===== config.mk =====
export PLATFORM = sky130hd
export DESIGN_NAME = pipeline_hazard_ctrl_flat
export DESIGN_NICKNAME = d
export VERILOG_FILES = /design/src/rtl/pipeline_hazard_ctrl_if.sv /design/src/rtl/pipeline_hazard_ctrl.sv /design/src/flat_wrapper.sv
export SDC_FILE = /design/constraint.sdc
export NUM_CORES = 1
export LEC_CHECK = 0
export ABC_AREA = 0
export BUFFER_PORTS_ARGS = -buffer_cell sky130_fd_sc_hd__buf_2
export CAP_MARGIN = 20
export CORE_ASPECT_RATIO = 1.2
export CORE_UTILIZATION = 55
export CTS_BUF_LIST = sky130_fd_sc_hd__clkbuf_4
export CTS_CLUSTER_DIAMETER = 80
export DETAILED_ROUTE_END_ITERATION = 16
export GPL_ROUTABILITY_DRIVEN = 0
export GPL_TIMING_DRIVEN = 1
export PLACE_DENSITY_LB_ADDON = 0.15
export SKIP_LAST_GASP = 1
export SLEW_MARGIN = 30
export SYNTH_ARGS = -nofsm -noshare
export SYNTH_HDL_FRONTEND = slang
export SYNTH_SLANG_ARGS = --single-unit

===== constraint.sdc =====
create_clock -name clk -period 3 [get_ports clk]
set_input_delay 0.45 -clock clk [delete_from_list [all_inputs] [get_ports clk]]
set_output_delay 0.45 -clock clk [all_outputs]
set_load 0.005 [all_outputs]

===== src/rtl/pipeline_hazard_ctrl_if.sv =====
// Bundles the IF/ID instruction feed and the pipeline control outputs of the
// hazard controller into one port.
interface pipeline_hazard_ctrl_if #(
    parameter int CNT_W = 16
);
    logic             start;
    logic             id_valid;
    logic [15:0]      id_instr;
    logic             pc_en;
    logic             pc_clr;
    logic             stall;
    logic             bubble;
    logic             issue;
    logic             busy;
    logic             halted;
    logic [15:0]      sb_pending;
    logic [CNT_W-1:0] stall_cnt;

    modport master (
        output start, id_valid, id_instr,
        input  pc_en, pc_clr, stall, bubble, issue, busy, halted, sb_pending, stall_cnt
    );

    modport slave (
        input  start, id_valid, id_instr,
        output pc_en, pc_clr, stall, bubble, issue, busy, halted, sb_pending, stall_cnt
    );
endinterface


===== src/rtl/pipeline_hazard_ctrl.sv =====
// Issue/hazard controller for the 4-stage IF/ID/EX/WB 8-bit core: per-register
// write scoreboard, stall/bubble generation and run/halt/drain sequencing.
module pipeline_hazard_ctrl #(
    parameter int WB_LAT = 2,
    parameter int CNT_W  = 16
) (
    input  logic                   clk,
    input  logic                   reset,
    pipeline_hazard_ctrl_if.slave  bus
);

    typedef enum logic [2:0] {
        S_IDLE,
        S_RUN,
        S_STALL,
        S_DRAIN,
        S_HALT
    } state_t;

    localparam logic [3:0] OP_ADD  = 4'h1;
    localparam logic [3:0] OP_SUB  = 4'h2;
    localparam logic [3:0] OP_LOAD = 4'h3;
    localparam logic [3:0] OP_HALT = 4'hF;
    localparam logic [2:0] LAT     = 3'(WB_LAT);

    state_t           state_q, state_d;
    logic [2:0]       cnt_q [16];
    logic [2:0]       cnt_d [16];
    logic [1:0]       drain_q, drain_d;
    logic             pc_clr_q, pc_clr_d;
    logic             busy_q, busy_d;
    logic             halted_q, halted_d;
    logic [CNT_W-1:0] stall_cnt_q, stall_cnt_d;

    logic [15:0] pending;
    logic [3:0]  opcode, dest, src1, src2;
    logic        reads_regs, writes_reg, hazard;
    logic        pc_en, stall, bubble, issue;

    always_comb begin
        for (int r = 0; r < 16; r++) begin
            pending[r] = (cnt_q[r] != 3'd0);
        end
    end

    assign opcode     = bus.id_instr[15:12];
    assign dest       = bus.id_instr[11:8];
    assign src1       = bus.id_instr[7:4];
    assign src2       = bus.id_instr[3:0];
    assign reads_regs = (opcode == OP_ADD) || (opcode == OP_SUB);
    assign writes_reg = (opcode == OP_ADD) || (opcode == OP_SUB) || (opcode == OP_LOAD);
    // Uses the counters as they stand, so a self-dependent instruction sees only older writes.
    assign hazard     = bus.id_valid && reads_regs && (pending[src1] || pending[src2]);

    always_comb begin
        pc_en       = 1'b0;
        stall       = 1'b0;
        bubble      = 1'b0;
        issue       = 1'b0;
        state_d     = state_q;
        drain_d     = drain_q;
        pc_clr_d    = 1'b0;
        stall_cnt_d = stall_cnt_q;

        case (state_q)
            S_IDLE, S_HALT: begin
                if (bus.start) begin
                    state_d     = S_RUN;
                    pc_clr_d    = 1'b1;
                    stall_cnt_d = '0;
                end
            end
            S_RUN, S_STALL: begin
                if (hazard) begin
                    stall   = 1'b1;
                    bubble  = 1'b1;
                    state_d = S_STALL;
                end else if (bus.id_valid && (opcode == OP_HALT)) begin
                    issue   = 1'b1;
                    state_d = S_DRAIN;
                    drain_d = 2'd1;
                end else begin
                    pc_en   = 1'b1;
                    issue   = bus.id_valid;
                    state_d = S_RUN;
                end
            end
            S_DRAIN: begin
                bubble = 1'b1;
                if (drain_q != 2'd2) begin
                    drain_d = drain_q + 2'd1;
                end
                // drain_q counts edges since HALT issued; two means EX and WB are empty.
                if ((drain_q == 2'd2) && (pending == 16'h0000)) begin
                    state_d = S_HALT;
                end
            end
            default: state_d = S_IDLE;
        endcase

        if (!reset) begin
            pc_en  = 1'b0;
            stall  = 1'b0;
            bubble = 1'b0;
            issue  = 1'b0;
        end

        if (stall && (stall_cnt_q != '1)) begin
            stall_cnt_d = stall_cnt_q + CNT_W'(1);
        end

        for (int r = 0; r < 16; r++) begin
            cnt_d[r] = (cnt_q[r] != 3'd0) ? cnt_q[r] - 3'd1 : 3'd0;
            if (issue && writes_reg && (dest == 4'(r))) begin
                cnt_d[r] = LAT;
            end
        end

        busy_d   = (state_d == S_RUN) || (state_d == S_STALL) || (state_d == S_DRAIN);
        halted_d = (state_d == S_HALT);
    end

    always_ff @(posedge clk) begin
        if (!reset) begin
            state_q     <= S_IDLE;
            drain_q     <= 2'd0;
            pc_clr_q    <= 1'b0;
            busy_q      <= 1'b0;
            halted_q    <= 1'b0;
            stall_cnt_q <= '0;
            for (int r = 0; r < 16; r++) begin
                cnt_q[r] <= 3'd0;
            end
        end else begin
            state_q     <= state_d;
            drain_q     <= drain_d;
            pc_clr_q    <= pc_clr_d;
            busy_q      <= busy_d;
            halted_q    <= halted_d;
            stall_cnt_q <= stall_cnt_d;
            for (int r = 0; r < 16; r++) begin
                cnt_q[r] <= cnt_d[r];
            end
        end
    end

    assign bus.pc_en      = pc_en;
    assign bus.stall      = stall;
    assign bus.bubble     = bubble;
    assign bus.issue      = issue;
    assign bus.pc_clr     = pc_clr_q;
    assign bus.busy       = busy_q;
    assign bus.halted     = halted_q;
    assign bus.sb_pending = pending;
    assign bus.stall_cnt  = stall_cnt_q;

endmodule


===== src/flat_wrapper.sv =====
// flat-port wrapper written by rule: the top's interface ports become plain ports
module pipeline_hazard_ctrl_flat 
#(
    parameter int WB_LAT = 2,
    parameter int CNT_W  = 16
)
  (clk, reset, bus_start, bus_id_valid, bus_id_instr, bus_pc_en, bus_pc_clr, bus_stall, bus_bubble, bus_issue, bus_busy, bus_halted, bus_sb_pending, bus_stall_cnt);
  pipeline_hazard_ctrl_if #(.CNT_W(CNT_W)) bus_i ();
  input  logic clk;
  input  logic reset;
  input wire logic [$bits(bus_i.start)-1:0] bus_start;
  input wire logic [$bits(bus_i.id_valid)-1:0] bus_id_valid;
  input wire logic [$bits(bus_i.id_instr)-1:0] bus_id_instr;
  output wire logic [$bits(bus_i.pc_en)-1:0] bus_pc_en;
  output wire logic [$bits(bus_i.pc_clr)-1:0] bus_pc_clr;
  output wire logic [$bits(bus_i.stall)-1:0] bus_stall;
  output wire logic [$bits(bus_i.bubble)-1:0] bus_bubble;
  output wire logic [$bits(bus_i.issue)-1:0] bus_issue;
  output wire logic [$bits(bus_i.busy)-1:0] bus_busy;
  output wire logic [$bits(bus_i.halted)-1:0] bus_halted;
  output wire logic [$bits(bus_i.sb_pending)-1:0] bus_sb_pending;
  output wire logic [$bits(bus_i.stall_cnt)-1:0] bus_stall_cnt;
  assign bus_i.start = bus_start;
  assign bus_i.id_valid = bus_id_valid;
  assign bus_i.id_instr = bus_id_instr;
  assign bus_pc_en = bus_i.pc_en;
  assign bus_pc_clr = bus_i.pc_clr;
  assign bus_stall = bus_i.stall;
  assign bus_bubble = bus_i.bubble;
  assign bus_issue = bus_i.issue;
  assign bus_busy = bus_i.busy;
  assign bus_halted = bus_i.halted;
  assign bus_sb_pending = bus_i.sb_pending;
  assign bus_stall_cnt = bus_i.stall_cnt;
  pipeline_hazard_ctrl #(.WB_LAT(WB_LAT), .CNT_W(CNT_W)) u_core (.clk(clk), .reset(reset), .bus(bus_i));
endmodule

==> results of run 1 <==
[registers in the layout, indices dropped and copies added, names as in the netlist]
register              flops
u_core.cnt_q             48
u_core.bus.stall_cnt     16
u_core.state_q            3
u_core.drain_q            2
u_core.bus.busy           1
u_core.bus.halted         1
u_core.bus.pc_clr         1
[layout make-up]
cell class,instances,area (um^2)
inverter,15,56.30
fill,605,2399
clock inverter,5,48.80
multi-input combinational,351,2272
timing repair buffer,73,406.6
clock buffer,10,75.07
sequential,72,1446
tap,87,108.9
[per-layer routing]
layer  share of wire, %  wire (um)  vias to the layer above  global-route usage [%]
met5                  0          0                        -                       0
met4                3.4        350                        0                   14.97
met3                7.1        735                       30                   5.366
met2                 49       5062                      162                   50.51
met1                 40       4156                     1821                   34.84
li1                   -          -                     1846                       -
[report_power, final]
| part | total [mW] | switching, mW | internal [mW] | leakage (nW) |
|---|---|---|---|---|
| logic | 0.163 | 0.109 | 0.0539 | 1.20 |
| registers | 0.963 | 0.00408 | 0.959 | 0.582 |
| clock network | 0.589 | 0.337 | 0.252 | 0.0734 |
| total | 1.71 | 0.450 | 1.26 | 1.85 |
[worst max-delay path: cells and delay by family, from the launching register on]
kind                   cells  cell delay, ns
AND/OR/NAND/NOR            3            0.67
AO/OA/AOI/OAI              3            0.60
multiplexers               1            0.30
buffers and inverters      1            0.13
flip-flops                 1            0.35
[worst paths after layout]
check / depth (start not counted) / from / slack [ns] / end
worst max-delay path: 8 / u_core.cnt_q[0][37] / 0.07 / bus_pc_en
worst max register to register: 9 / u_core.cnt_q[0][37] / 0.40 / u_core.bus.stall_cnt[8]
worst min register to register: 2 / u_core.cnt_q[0][8] / 0.48 / u_core.cnt_q[0][8]
worst min-delay path: 3 / bus_start / 0.37 / u_core.bus.pc_clr
[kinds of logic (layout without fill, tap and decap cells)]
kind of cell,Yosys count,count (layout)
adder cells (fa/ha/maj),2,2
flip-flops,72,72
buffers and inverters,50,103
AO/OA/AOI/OAI,128,128
AND/OR/NAND/NOR,202,202
XOR/XNOR,7,7
multiplexers,12,12
[cells in the mapped netlist, types with 2 or more instances]
cell type / number
buf_1: 3
o2bb2ai_1: 4
nor4b_1: 2
or4_1: 2
clkbuf_1: 19
a2111oi_0: 5
nor2b_1: 8
nand3b_1: 8
nor3b_1: 8
nor3_1: 22
buf_2: 10
nand3_1: 12
nand4_1: 3
o21ai_0: 6
a21oi_1: 27
nor2_1: 43
and2_1: 4
or3_1: 12
o211ai_1: 20
xnor2_1: 6
dfxtp_1: 72
nand2_1: 58
and3_1: 9
a41o_1: 6
a21o_1: 3
a21oi_2: 2
o2111ai_1: 4
inv_1: 15
a31o_2: 3
a221o_1: 7
a211oi_1: 5
ha_1: 2
nor4_1: 5
a31oi_1: 15
a311oi_1: 2
a32o_1: 4
mux2_2: 3
mux2i_1: 9
or2_2: 2
buf_6: 2
o22ai_1: 2
[cells in the final DEF, fill, tap and decap left out, types with 4 or more instances in the layout]
| cell | synthesis | final |
|---|---|---|
| or3_1 | 12 | 7 |
| a21oi_1 | 27 | 27 |
| a41o_1 | 6 | 6 |
| nor3_1 | 22 | 19 |
| nor2b_1 | 8 | 8 |
| o211ai_1 | 20 | 20 |
| dfxtp_1 | 72 | 70 |
| and3_1 | 9 | 9 |
| clkbuf_4 | 0 | 10 |
| buf_4 | 0 | 14 |
| and2_1 | 4 | 4 |
| or3_4 | 0 | 5 |
| nand3_1 | 12 | 12 |
| nor3b_1 | 8 | 6 |
| nand3b_1 | 8 | 8 |
| nor2_1 | 43 | 41 |
| a31oi_1 | 15 | 15 |
| a221o_1 | 7 | 7 |
| a32o_1 | 4 | 4 |
| nor4_1 | 5 | 5 |
| o2111ai_1 | 4 | 4 |
| xnor2_1 | 6 | 6 |
| a211oi_1 | 5 | 5 |
| mux2i_1 | 9 | 9 |
| o2bb2ai_1 | 4 | 4 |
| inv_1 | 15 | 15 |
| buf_2 | 10 | 58 |
| nand2_1 | 58 | 58 |
| o21ai_0 | 6 | 6 |
| a2111oi_0 | 5 | 5 |
[what timing repair did]
| action | in CTS | in global routing |
|---|---|---|
| pin swaps | 0 | 1 |
| buffers inserted | 0 | 4 |
| resized for setup | 7 | 14 |
| endpoints found under the setup margin | 3 | 3 |
==> impl_metrics.toml, run 1 <==
[outcome]
outcome = "finished, final reports clean"

[final_layout]
n_antenna_cell = 0
stdcell_count = 613
fin_nets = 544
fin_area_um2 = 4414
area_growth_pct = 14.88
drive_gt1_share_pct = 22.24
fin_util_pct = 64.79

[yosys]
syn_area_um2 = 3842
synthFlopType = "dfxtp_1"
synth_nets = 495
ys_types = 60
yosysTopAreaCellShare_pct = 37.51
ys_ff_latch = 72
synth_area_leaders = "dfxtp_1 38%, nand2_1 5.7%, nor2_1 4.2%"
synth_xor_area_share_pct = 1.596
avgSynthCellArea_um2 = 8.124
ys_warn_count = 0
synth_top_area_cell = "dfxtp_1"
synth-adder-area-share_pct = 0.6513
synth_compound_area_share_pct = 25.40
seq_area_frac_synth_pct = 37.51
synthArstFlopShare_pct = 0
synth_top_family_by_area = "simple AND/OR/NAND/NOR gates"
synth-edff-count = 0
synth.area.mux_share_pct = 3.224
syn_inst = 473
synth_simple_gate_area_share_pct = 25.99

[routing]
drtPass1Iterations = 5
via_per_inst = 6.295
drtAntennaViolNets = 0
drc = 0
drt_iter0_markers = 199
avgRoutedWirePerCell_um = 16.81
num_vias = 3859
wirelength_um = 10310

[timing]
finalCriticalPeriod_ns = 2.934
rsz0062_at_grt = "true"
fin_skew_ns = 0.01366
worstMarginPinSlew_ns = 0.7925
setup_violations = 0
fmax_mhz = 340.8
max-slew-margin-rel_pct = 47.06
final_max_slew_viol_count = 0
hold_viol = 0
fin_ws_ns = 0.06554
setup_tns_ns = 0
min_period_over_period_pct = 97.82
hold_slack_ns = 0.3688

[clock_network]
clock_latency_ns = 0.43
path_clk_slew_ns = 0.12
h-tree-depth = 3
clock_sinks = 72
cts.path.max_buffers = 2
cts_tree = "yes"
root_buffer = "clkbuf_4"
numCtsBuffers = 9
cts_hold_buf = 0

[place]
dpl.hpwl_um = 7402
port_buffers = 58
dp.cells = 594
dp_slack_ns = 0.2836
placed_cell_area_um2 = 4164

[critical_path]
max_stage_delay_ns = 0.42
cp.arrival_ns = 2.48
start_kind = "flip-flop"
crit_slowest_cell = "or3_4"
endpoint_kind = "output port"
path_max_fanout = 5
critPathKind = "flip-flop to output port"
crit_path_cell_trace = "or3_4 -> mux2_4 -> o32ai_4 -> a311oi_2 -> a21oi_2 -> nor2_4 -> nor3b_2 -> buf_2"
crit_required_ns = 2.55

[global_route]
grt_max_degree = 36
grt_use_total_pct = 29.42
grt-ovfl-total = 0
antenna_found_initial = 0
grt_pass1_vias = 3475
grt_pass1_wl_um = 16550

[die]
fp.dieArea_um2 = 7326
die_x_um = 78.30
initial_core_util_pct = 56.40
core_area_um2 = 6813
std_cell_rows = 33
chipHeight_um = 93.56
ios = 59

[job]
cap_violations = 0

[hold_path]
hold_class = "input port to flip-flop"

[pwr]
p_total_mw = 1.715
irDropWorstVdd_uv = 272.9
power_density_nw_per_um2 = 388.5
p_leak_nw = 1.854
(Power assumes the default switching activity.)
==> inputs of run 2 (changes only) <==
Settings changed: CTS_BUF_LIST sky130_fd_sc_hd__clkbuf_4 to sky130_fd_sc_hd__clkbuf_4 sky130_fd_sc_hd__clkbuf_8.
==> impl_metrics.toml, run 2 (synthesis gave the netlist of run 1 again) <==
[final_layout]
area_growth_pct = 15.53
top_register = "u_core.cnt_q"
final_cell_mix = "71 x dfxtp_1, 58 x nand2_1, 58 x buf_2, 42 x nor2_1, 27 x a21oi_1"
n_antenna_cell = 0
fin_area_um2 = 4439
fillerInstances = 594
fin_nets = 542
fin_util_pct = 65.16
drive_gt1_share_pct = 21.56
final_common_cell = "dfxtp_1"
largest_reg_flops = 48
stdcell_count = 611

[pwr]
irDropWorstVdd_uv = 287.0
p_leak_nw = 1.864
seqPwrFrac_pct = 51.1
power_frac_comb_pct = 8.5
power.switching_mw = 0.4657
p_total_mw = 1.886
power.internal_mw = 1.420
power.share.clock_pct = 40.4
power_density_nw_per_um2 = 424.7
switching_share_pct = 24.70

[global_route]
grt_pass1_vias = 3454
grt-ovfl-total = 0
antenna_found_initial = 0
grt_max_degree = 36
grt_pass1_wl_um = 16500
grt_use_total_pct = 29.38

[timing]
fin_ws_ns = 0.1243
finalCriticalPeriod_ns = 2.876
fin_skew_ns = 0.004975
max-slew-margin-rel_pct = 46.72
worstMarginPinSlew_ns = 0.7976
hold_viol = 0
final_max_slew_viol_count = 0
rsz0062_at_grt = "false"
fmax_mhz = 347.7
setup_violations = 0
min_period_over_period_pct = 95.86
setup_tns_ns = 0
hold_slack_ns = 0.4628

[place]
placed_cell_area_um2 = 4164
dp_slack_ns = 0.2836
dpl.hpwl_um = 7402
dp.cells = 594
port_buffers = 58

[outcome]
outcome = "finished, final reports clean"

[routing]
drt_iter0_markers = 193
via_per_inst = 6.252
drtPass1Iterations = 6
drc = 0
wirelength_um = 10260
num_vias = 3820
drtAntennaViolNets = 0
avgRoutedWirePerCell_um = 16.80

[die]
chipHeight_um = 93.56
ios = 59
std_cell_rows = 33
core_area_um2 = 6813
fp.dieArea_um2 = 7326
die_x_um = 78.30
initial_core_util_pct = 56.40

[critical_path]
start_kind = "flip-flop"
crit_path_cell_trace = "or3_4 -> mux2_2 -> o32ai_4 -> a311oi_2 -> a21oi_2 -> nor2_2 -> nor3b_1 -> buf_2"
critPathKind = "flip-flop to output port"
crit_required_ns = 2.55
endpoint_kind = "output port"
cp.arrival_ns = 2.43
r2r-start = "u_core.bus.stall_cnt[1]"
max_stage_delay_ns = 0.43
worstRegToRegCells = 8
r2r_setup_slack_ns = 0.38
path_max_fanout = 5
rr_endpoint = "u_core.bus.stall_cnt[6]"
crit_slowest_cell = "or3_4"

[hold_path]
hold_path_end = "u_core.bus.pc_clr"
whs_path_depth = 3
hold_start = "bus_start"
hold_class = "input port to flip-flop"

[clock_network]
clock_latency_ns = 0.35
cts_hold_buf = 0
clock_sinks = 72
h-tree-depth = 3
path_clk_slew_ns = 0.07
root_buffer = "clkbuf_8"
cts_tree = "yes"
cts.path.max_buffers = 2
numCtsBuffers = 9

[job]
cap_violations = 0
[run 2: cell type report]
cell class,count,area (um^2),share of cell area (%)
inverter,15,56.30,1.268
clock buffer,11,145.1,3.269
sequential,72,1443,32.50
timing repair buffer,71,391.6,8.822
multi-input combinational,351,2250,50.68
tap,87,108.9,2.452
clock inverter,4,45.04,1.015
[run 2: worst max-delay path, delay by kind of cell, from the launching register on]
kind | cells | cell delay, ns
mux | 1 | 0.30
compound gates | 3 | 0.57
simple gates | 3 | 0.72
buf+inv | 1 | 0.14
flops | 1 | 0.34
[run 2: worst max path at each step]
stage | start | to | slack, ns | cells after the start
final | u_core.cnt_q[0][37] | bus_issue | 0.12 | 8
after global routing | u_core.cnt_q[0][44] | bus_issue | 0.02 | 9
after CTS | u_core.cnt_q[0][37] | bus_stall | 0.003 | 8
after detailed placement | bus_id_instr[1] | bus_stall | 0.28 | 9
after global placement | bus_id_instr[1] | bus_stall | 0.46 | 9
after floorplan | bus_id_instr[5] | bus_issue | 0.55 | 8
[run 2: what timing repair did]
item | in CTS | in global routing
buffers inserted | 0 | 2
hold endpoints to repair | 0 | 0
gates resized for setup | 1 | 13
endpoints found under the setup margin | 1 | 3
[run 2: power by group through the flow]
stage	Clock (mW)	Combinational [mW]	Sequential (mW)
2_1_floorplan	0	0.101	0.983
3_3_place_gp	0	0.145	0.985
3_5_place_dp	0	0.148	0.985
4_1_cts	0.772	0.149	0.963
5_1_grt	0.812	0.174	0.963
6_report	0.761	0.161	0.963
[run 2: per-layer routing]
metal | part of all wire [%] | global-route usage (%) | up-vias | routed length, um
met3 | 6.8 | 5.756 | 24 | 694
met5 | 0 | 0 | - | 0
met1 | 41 | 34.86 | 1797 | 4195
met4 | 3.1 | 15.12 | 0 | 320
li1 | - | - | 1851 | -
met2 | 49 | 50.00 | 148 | 5052
